===== config.mk =====
export PLATFORM = sky130hd
export DESIGN_NAME = immediate_generation_pipe_flat
export DESIGN_NICKNAME = d
export VERILOG_FILES = /design/src/rtl/immediate_generation_pipe_if.sv /design/src/rtl/immediate_generation_pipe.sv /design/src/flat_wrapper.sv
export SDC_FILE = /design/constraint.sdc
export NUM_CORES = 1
export LEC_CHECK = 0
export ABC_CLOCK_PERIOD_IN_PS = 2700
export CORE_UTILIZATION = 35
export CTS_BUF_LIST = sky130_fd_sc_hd__clkbuf_4 sky130_fd_sc_hd__clkbuf_8
export DETAILED_ROUTE_END_ITERATION = 8
export GPL_TIMING_DRIVEN = 0
export HOLD_SLACK_MARGIN = 0.03
export PLACE_DENSITY = 0.74
export SLEW_MARGIN = 25
export SYNTH_ARGS = -nofsm -noshare
export SYNTH_HDL_FRONTEND = slang
export SYNTH_SLANG_ARGS = --single-unit
export TNS_END_PERCENT = 1

===== constraint.sdc =====
create_clock -name CLK -period 2.7 [get_ports CLK]
set_clock_uncertainty 0.05 [all_clocks]
set_input_delay 0.405 -clock CLK [delete_from_list [all_inputs] [get_ports CLK]]
set_output_delay 0.405 -clock CLK [all_outputs]
set_load 0.005 [all_outputs]

===== src/rtl/immediate_generation_pipe_if.sv =====
// Handshake bundle for immediate_generation_pipe: producer-side push channel and
// consumer-side pop channel with the head entry's immediate, tag, error flag and occupancy.
interface immediate_generation_pipe_if #(
    parameter int unsigned XLEN  = 32,
    parameter int unsigned DEPTH = 2,
    parameter int unsigned TAG_W = 5
);
    localparam int unsigned CNT_W = $clog2(DEPTH + 1);

    logic             IN_VALID;
    logic             IN_READY;
    logic [31:0]      INSTRUCTION;
    logic [2:0]       SELECT;
    logic [TAG_W-1:0] TAG_IN;
    logic             OUT_VALID;
    logic             OUT_READY;
    logic [XLEN-1:0]  OUT;
    logic [TAG_W-1:0] TAG_OUT;
    logic             ERR;
    logic [CNT_W-1:0] COUNT;

    modport master (
        output IN_VALID,
        output INSTRUCTION,
        output SELECT,
        output TAG_IN,
        output OUT_READY,
        input  IN_READY,
        input  OUT_VALID,
        input  OUT,
        input  TAG_OUT,
        input  ERR,
        input  COUNT
    );

    modport slave (
        input  IN_VALID,
        input  INSTRUCTION,
        input  SELECT,
        input  TAG_IN,
        input  OUT_READY,
        output IN_READY,
        output OUT_VALID,
        output OUT,
        output TAG_OUT,
        output ERR,
        output COUNT
    );
endinterface


===== src/rtl/immediate_generation_pipe.sv =====
// Buffered ID-stage immediate generator: decodes the immediate at push time and queues it in a
// circular FIFO. Define IMMGEN_ZIMM_EN to support the CSR zimm format (SELECT 110).
module immediate_generation_pipe #(
    parameter int unsigned XLEN  = 32,
    parameter int unsigned DEPTH = 2,
    parameter int unsigned TAG_W = 5
) (
    input logic                       CLK,
    input logic                       RESET,
    input logic                       FLUSH,
    immediate_generation_pipe_if.slave bus
);
    localparam int unsigned PTR_W = $clog2(DEPTH);
    localparam int unsigned CNT_W = $clog2(DEPTH + 1);

    typedef enum logic [2:0] {
        SelU     = 3'b000,
        SelJ     = 3'b001,
        SelI     = 3'b010,
        SelB     = 3'b011,
        SelS     = 3'b100,
        SelShamt = 3'b101,
        SelZimm  = 3'b110,
        SelRsvd  = 3'b111
    } sel_e;

    logic [31:0]      instr;
    sel_e             sel;
    logic [XLEN-1:0]  imm;
    logic             imm_err;

    logic [XLEN-1:0]  imm_mem [DEPTH];
    logic [TAG_W-1:0] tag_mem [DEPTH];
    logic             err_mem [DEPTH];

    logic [PTR_W-1:0] wr_ptr_q, wr_ptr_d;
    logic [PTR_W-1:0] rd_ptr_q, rd_ptr_d;
    logic [CNT_W-1:0] count_q, count_d;

    logic push;
    logic pop;
    logic head_valid;

    logic unused_opcode;

    assign instr         = bus.INSTRUCTION;
    assign sel           = sel_e'(bus.SELECT);
    assign unused_opcode = ^instr[6:0];

    // Each format is assembled narrow and then widened through a signed cast so the same
    // expression sign-extends correctly for both XLEN=32 and XLEN=64.
    always_comb begin
        imm     = '0;
        imm_err = 1'b0;
        case (sel)
            SelU: imm = XLEN'($signed({instr[31:12], 12'b0}));
            SelJ: imm = XLEN'($signed({instr[31], instr[19:12], instr[20], instr[30:21], 1'b0}));
            SelI: imm = XLEN'($signed(instr[31:20]));
            SelB: imm = XLEN'($signed({instr[31], instr[7], instr[30:25], instr[11:8], 1'b0}));
            SelS: imm = XLEN'($signed({instr[31:25], instr[11:7]}));
            SelShamt: begin
                if (XLEN == 64) begin
                    imm = XLEN'(instr[25:20]);
                end else begin
                    imm = XLEN'(instr[24:20]);
                end
            end
`ifdef IMMGEN_ZIMM_EN
            SelZimm: imm = XLEN'(instr[19:15]);
`else
            SelZimm: imm_err = 1'b1;
`endif
            SelRsvd: imm_err = 1'b1;
            default: imm_err = 1'b1;
        endcase
    end

    // Ready depends only on occupancy, so a full FIFO cannot accept even when popping.
    assign bus.IN_READY = (count_q < CNT_W'(DEPTH));
    assign head_valid   = (count_q != '0);
    assign push         = bus.IN_VALID && bus.IN_READY;
    assign pop          = head_valid && bus.OUT_READY;

    always_comb begin
        wr_ptr_d = wr_ptr_q;
        rd_ptr_d = rd_ptr_q;
        count_d  = count_q;
        if (FLUSH) begin
            wr_ptr_d = '0;
            rd_ptr_d = '0;
            count_d  = '0;
        end else begin
            if (push) begin
                wr_ptr_d = wr_ptr_q + PTR_W'(1);
            end
            if (pop) begin
                rd_ptr_d = rd_ptr_q + PTR_W'(1);
            end
            if (push && !pop) begin
                count_d = count_q + CNT_W'(1);
            end else if (pop && !push) begin
                count_d = count_q - CNT_W'(1);
            end
        end
    end

    always_ff @(posedge CLK) begin
        if (!RESET) begin
            wr_ptr_q <= '0;
            rd_ptr_q <= '0;
            count_q  <= '0;
        end else begin
            wr_ptr_q <= wr_ptr_d;
            rd_ptr_q <= rd_ptr_d;
            count_q  <= count_d;
        end
    end

    // Storage needs no reset: occupancy alone decides what is visible.
    always_ff @(posedge CLK) begin
        if (push && RESET && !FLUSH) begin
            imm_mem[wr_ptr_q] <= imm;
            tag_mem[wr_ptr_q] <= bus.TAG_IN;
            err_mem[wr_ptr_q] <= imm_err;
        end
    end

    assign bus.OUT_VALID = head_valid;
    assign bus.OUT       = head_valid ? imm_mem[rd_ptr_q] : '0;
    assign bus.TAG_OUT   = head_valid ? tag_mem[rd_ptr_q] : '0;
    assign bus.ERR       = head_valid ? err_mem[rd_ptr_q] : 1'b0;
    assign bus.COUNT     = count_q;

endmodule


===== src/flat_wrapper.sv =====
// flat-port wrapper written by rule: the top's interface ports become plain ports
module immediate_generation_pipe_flat 
#(
    parameter int unsigned XLEN  = 32,
    parameter int unsigned DEPTH = 2,
    parameter int unsigned TAG_W = 5
)
  (CLK, RESET, FLUSH, bus_IN_VALID, bus_INSTRUCTION, bus_SELECT, bus_TAG_IN, bus_OUT_READY, bus_IN_READY, bus_OUT_VALID, bus_OUT, bus_TAG_OUT, bus_ERR, bus_COUNT);
  immediate_generation_pipe_if #(.XLEN(XLEN), .DEPTH(DEPTH), .TAG_W(TAG_W)) bus_i ();
  input logic CLK;
  input logic RESET;
  input logic FLUSH;
  input wire logic [$bits(bus_i.IN_VALID)-1:0] bus_IN_VALID;
  input wire logic [$bits(bus_i.INSTRUCTION)-1:0] bus_INSTRUCTION;
  input wire logic [$bits(bus_i.SELECT)-1:0] bus_SELECT;
  input wire logic [$bits(bus_i.TAG_IN)-1:0] bus_TAG_IN;
  input wire logic [$bits(bus_i.OUT_READY)-1:0] bus_OUT_READY;
  output wire logic [$bits(bus_i.IN_READY)-1:0] bus_IN_READY;
  output wire logic [$bits(bus_i.OUT_VALID)-1:0] bus_OUT_VALID;
  output wire logic [$bits(bus_i.OUT)-1:0] bus_OUT;
  output wire logic [$bits(bus_i.TAG_OUT)-1:0] bus_TAG_OUT;
  output wire logic [$bits(bus_i.ERR)-1:0] bus_ERR;
  output wire logic [$bits(bus_i.COUNT)-1:0] bus_COUNT;
  assign bus_i.IN_VALID = bus_IN_VALID;
  assign bus_i.INSTRUCTION = bus_INSTRUCTION;
  assign bus_i.SELECT = bus_SELECT;
  assign bus_i.TAG_IN = bus_TAG_IN;
  assign bus_i.OUT_READY = bus_OUT_READY;
  assign bus_IN_READY = bus_i.IN_READY;
  assign bus_OUT_VALID = bus_i.OUT_VALID;
  assign bus_OUT = bus_i.OUT;
  assign bus_TAG_OUT = bus_i.TAG_OUT;
  assign bus_ERR = bus_i.ERR;
  assign bus_COUNT = bus_i.COUNT;
  immediate_generation_pipe #(.XLEN(XLEN), .DEPTH(DEPTH), .TAG_W(TAG_W)) u_core (.CLK(CLK), .RESET(RESET), .FLUSH(FLUSH), .bus(bus_i));
endmodule

* Yosys cells after proc, flatten, opt, wreduce, memory -nomap -nowiden
Memory sizes are Yosys's and may differ from the RTL's. A register that Yosys moved wholly into a read port is not among the register bits. Index checks and enable logic that the tools add are counted.
Word-level totals: register bits 4, bits in writable memories 76, input bits 45, output and inout port bits 42, word-level logic and storage cells 48, memories 3
Memory list:
- u_core.imm_mem | depth 2, bits a word 32, rd ports 1, clocked after memory_dff 1, wr ports 1, line immediate_generation_pipe.sv:32 | logic [XLEN-1:0] imm_mem [DEPTH];
- u_core.tag_mem | depth 2, bits a word 5, rd ports 1, clocked after memory_dff 1, wr ports 1, line immediate_generation_pipe.sv:33 | logic [TAG_W-1:0] tag_mem [DEPTH];
- u_core.err_mem | depth 2, bits a word 1, rd ports 1, clocked after memory_dff 1, wr ports 1, line immediate_generation_pipe.sv:34 | logic err_mem [DEPTH];
Operators by class: add/subtract/negate cells 4, $lt $le $gt $ge 1, equal/unequal tests 7, muxes and demuxes 15, bitwise operators 1, reduce and logical (&&, ||, !) cells 14
Operators by type and width (count):
- $pmux 32 s6 | 1
- $mux 32 | 1
- $eq 3x3->1 const B | 4
- $mux 1 | 10
- $eq 3x2->1 const B | 2
- $logic_and 1x1->1 | 6
- $mux 5 | 1
- $mux 2 | 2
- $reduce_bool 2->1 | 2
- $reduce_or 2->1 | 2
- $eq 3x1->1 const B | 1
- $logic_not 1->1 | 3
- $logic_not 3->1 | 1
- $add 1x1->1 const B | 2
- $add 2x1->2 const B | 1
- $lt 2x2->1 const B | 1
- $sub 2x1->2 const B | 1
- $not 1->1 | 1

* Depth between registers and ports, before layout
depth in word-level cells 6, mapped depth 5, mapped depth without buffers 5

* Worst setup path before layout
No wires, ideal clock.
path type input -> register, start point input bus_IN_VALID, end point memory u_core.err_mem[0] (enable), library setup time 0.433 ns, arrival 2.319 ns, required time 2.217 ns, setup slack -0.103 ns, cell stages on the path 3, path buffers 0, cell sequence nor2b_1 -> nand2_1 -> nor2_1
On the way: longest elaborated chain between the ends 5
Ends and longest elaborated chain:
- start, declared | line flat_wrapper.sv:13 | input wire logic [$bits(bus_i.IN_VALID)-1:0] bus_IN_VALID;
- $logic_and 1x1->1 | line immediate_generation_pipe.sv:81 | assign push = bus.IN_VALID && bus.IN_READY;
- $logic_and 1x1->1 (2 in a row) | line immediate_generation_pipe.sv:121 | if (push && RESET && !FLUSH) begin
- $mux 1 | line immediate_generation_pipe.sv:121
- $mux 1 (implied by the code) | line immediate_generation_pipe.sv:124 | err_mem[wr_ptr_q] <= imm_err;
- end, declared | line immediate_generation_pipe.sv:34
Every way passes these cells.

* Final worst setup path
start point register u_core.count_q[1] (netlist: u_core.bus.COUNT[1]), end point output bus_OUT[23]
On the way: longest elaborated chain between the ends 2
Ends and longest elaborated chain:
- start, declared | line immediate_generation_pipe.sv:38 | logic [CNT_W-1:0] count_q, count_d;
- start signal, assigned | line immediate_generation_pipe.sv:115 | count_q <= count_d;
- $reduce_bool 2->1 | line immediate_generation_pipe.sv:80 | assign head_valid = (count_q != '0);
- $mux 32 | line immediate_generation_pipe.sv:129 | assign bus.OUT = head_valid ? imm_mem[rd_ptr_q] : '0;
- end, declared | line flat_wrapper.sv:20 | output wire logic [$bits(bus_i.OUT)-1:0] bus_OUT;
Every way passes these cells.

==> metrics.md <==
| Metric | Value |
|---|---|
| Worst min path class | `input pin to flip-flop` |
| Met2 Use GR | `between 20% and 30%` |
| Max Fclk | `405 MHz` |
| Sink Count | `between 80 and 90` |
| Met3 Use GR | `under 10%` |
| DIE WIDTH | `between 100 and 150 um` |
| Io pins | `87` |
| Antenna Nets Post-Route | `0` |
| Die area | `between 10000 and 15000 um^2` |
| DR vias/cell | `approximately 4.7` |
| Met1 Resource Use GR | `18.3%` |
| Async SR Flop Fraction | `0%` |
| Worst Tran Pin Value | `approximately 0.52 ns` |
| Busiest grt layer | `met2` |
| Multiplexer share of the synthesized area | `about 12%` |
| Clk_lat worst skew | `about 0.34 ns` |
| Hold Path Depth | `2` |
| Number of global-route vias before repair | `around 2200` |
| First-pass GRT wire length | `10800 um` |
| Post-CTS setup buffer count | `0` |
| Startpoint types | `flip-flop` |
| MaxCap Viol Count | `0` |
| Clk pin slew, worst setup/hold paths | `~0.09 ns` |
| YS warnings | `0` |
| Final Net Count | `between 300 and 400` |
| DP Wirelength | `between 5000 and 6000 um` |
| Max IR drop VDD | `between 0.15 and 0.2 mV` |
| Worst Path Arrival | `2.01 ns` |
| ANT cells | `0` |
| FF/Latch Area | `roughly 2400 um^2` |
| DR WL/cell | `14.9 um` |
| Hold EP | `u_core.err_mem[0]` |
| Post-synthesis cell type count | `29` |
| Drt drc | `0` |
| Hold_sp | `bus_SELECT[2]` |
| Relative slew slack | `approximately 65%` |
| Share of layout cells above drive strength 1 | `about 9.6%` |
| GRT Util Overall | `14.1%` |
| Status | `complete, no violations` |
| Post-synth top area cell | `edfxtp_1` |
| PostCTS Resize Cnt | `0` |
| Hold_buf cts | `0` |
| CTS Buf Count | `9` |
| Reg-to-Reg End | `u_core.imm_mem[0][23]` |
| CP max stage delay | `~0.45 ns` |
| Root buf cell | `clkbuf_8` |
| Crit. Startpoint | `u_core.bus.COUNT[1]` |
| Standard-cell rows | `36` |
| Leak pwr | `between 1.5 and 2 nW` |
| Synth Cell Area | `~3500 um^2` |
| Setup violators final | `0` |
| Placed cell count | `around 470` |
| Slowest cell on the critical path | `clkdlybuf4s50_1` |
| Post-Syn Instances | `between 200 and 300` |
| Final worst slack | `0.231 ns` |
| RR Startpoint | `u_core.bus.COUNT[1]` |
| Req. time, crit path | `2.25 ns` |
| TritonCTS clock tree | `built` |
| R2r setup slk | `0.87 ns` |
| Routed WL | `roughly 7300 um` |
| Count of pins over their slew limit | `0` |
| Die H | `about 100 um` |
| Largest net degree at the start of global routing | `25` |
| Gpl congestion | `0.732` |
| Initial core utilization | `a little over a third` |
| Critical-path cell list | `nor2_1, buf_2, buf_2, nor2_1, clkdlybuf4s50_1` |
| Cell Pwr Density | `about 550 nW/um^2` |
| Reg2Reg Depth | `4` |
| Final cell count without fillers | `slightly below 500` |
| Ys flop type | `edfxtp_1` |
| EDFF count, synth | `76` |
| Final hold violation count | `0` |
| Tcrit/Tclk final | `between 90% and 100%` |
| Sequential element share of the synthesized area | `67.4%` |
| Drt first pass iters | `4` |
| CTS max path bufs | `2` |
| Worst Setup Path Type | `flip-flop to output port` |
| Synthesis-stage register bit count | `81` |
| Worst path depth | `5` |
| Post-Synth XOR/XNOR Area | `0.992%` |
| RSZ-0062 raised after global routing | `no` |
| Initial DRC count | `97` |
| Multi-input gate area | `~1100 um^2` |
| FILL cells | `slightly below 900` |
| Syn Nets | `304` |
| Setup tns final | `0 ns` |
| Synth cell count leaders | `edfxtp_1, nor2_1, mux2i_1` |
| Synth Area in Compound Gates | `between 5 and 6%` |
| Initial antenna violation count | `0` |
| Top-count cell post-synth | `edfxtp_1` |
| Area Growth Syn to Fin | `33.1%` |
| Placement Setup Slack | `0.378 ns` |
| Simple-Gate Fraction of Synth Area | `between 10 and 15%` |
| Max FO, Critical Path | `10` |
| Routed vias | `approximately 2300` |
| Total gr overflow | `0` |
| Buf/Inv on CP | `3` |
| H-tree Lvls | `3` |
| Post-Synth Adder-Cell Area | `less than 1%` |
| Mean post-synth cell area | `between 10 and 15 um^2` |
| Top cells by area, synth | `edfxtp_1, mux2i_1, nor2_1` |
| Area of the core | `~9800 um^2` |
| Main combinational cell family by area after synthesis | `multiplexers` |
| Crit path max-delay family | `buffers and inverters` |
| Endpoint class of the critical path | `output port` |
| Buffers on Ports | `78` |
| Synth top area share | `between 60% and 70%` |
| Min Tclk post-route | `between 2 and 2.5 ns` |
| Core Util, Final | `about half` |
| Post-route total power | `roughly 2.6 mW` |
==> flip-flops by register name, summed over array words and instances (netlist names), named ones only <==
| signal | count |
|---|---|
| u_core.wr_ptr_q | 1 |
| u_core.imm_mem | 64 |
| u_core.rd_ptr_q | 1 |
| u_core.err_mem | 2 |
| u_core.bus.COUNT | 2 |
| u_core.tag_mem | 10 |
==> worst register-to-register path, delay by kind of cell (launching register included) <==
family        cells  cell delay, ns
simple gates      3            0.87
flops             1            0.36
buf+inv           1            0.25
==> layout make-up <==
cell class	instances	area share [%]
clock buffers	9	2.63
multi-input cells	160	22.7
flip-flops and latches	81	50.6
clock inverters	7	1.09
plain buffers	13	1.68
well taps	133	3.54
inverters	4	0.319
repair buffers	80	17.4
==> cells by family (layout without fill, tap and decap cells) <==
logic type | after synthesis | count (layout)
flops | 81 | 81
xor+xnor | 4 | 4
simple gates | 85 | 85
mux | 44 | 44
fa+ha+maj | 1 | 1
buf+inv | 17 | 113
compound gates | 26 | 26
==> per-layer routing <==
| layer | vias up | wire [um] |
|---|---|---|
| met2 | 57 | 3600 |
| li1 | 1125 | - |
| met1 | 1093 | 3280 |
| met4 | 0 | 70 |
| met3 | 5 | 317 |
| met5 | - | 0 |
==> worst max-delay path by stage <==
stage | to | slack (ns)
floorplan | u_core.err_mem[0] | 0.51
global placement | u_core.imm_mem[0][21] | -0.55
detailed placement | u_core.imm_mem[0][29] | 0.38
CTS | bus_OUT[28] | 0.16
global route | bus_OUT[23] | 0.03
finish | bus_OUT[23] | 0.23
==> stage by stage <==
step	area [um^2]	hold WS [ns]
after floorplan	3540	0.422
after global placement	4480	0.435
after detailed placement	4530	0.455
after CTS	4700	0.448
after global routing	4700	0.453
final	4700	0.462
==> report_power, final <==
group	switching [mW]	internal, mW	total [mW]
registers	0.0110	1.41	1.42
logic	0.179	0.210	0.389
clock network	0.450	0.340	0.790
total	0.640	1.96	2.60
==> cells in the final DEF (no fill, tap or decap), types with 5 or more instances in the layout <==
master / synthesis / final
a21o_1: 11 / 11
and2_1: 8 / 8
buf_2: 6 / 6
clkbuf_8: 0 / 9
clkdlybuf4s50_1: 0 / 78
dfxtp_1: 5 / 5
edfxtp_1: 76 / 76
mux2i_1: 44 / 44
nand2_1: 18 / 18
nor2_1: 46 / 45
nor2b_1: 5 / 5
No activity file was read; power rests on OpenSTA's default activity.
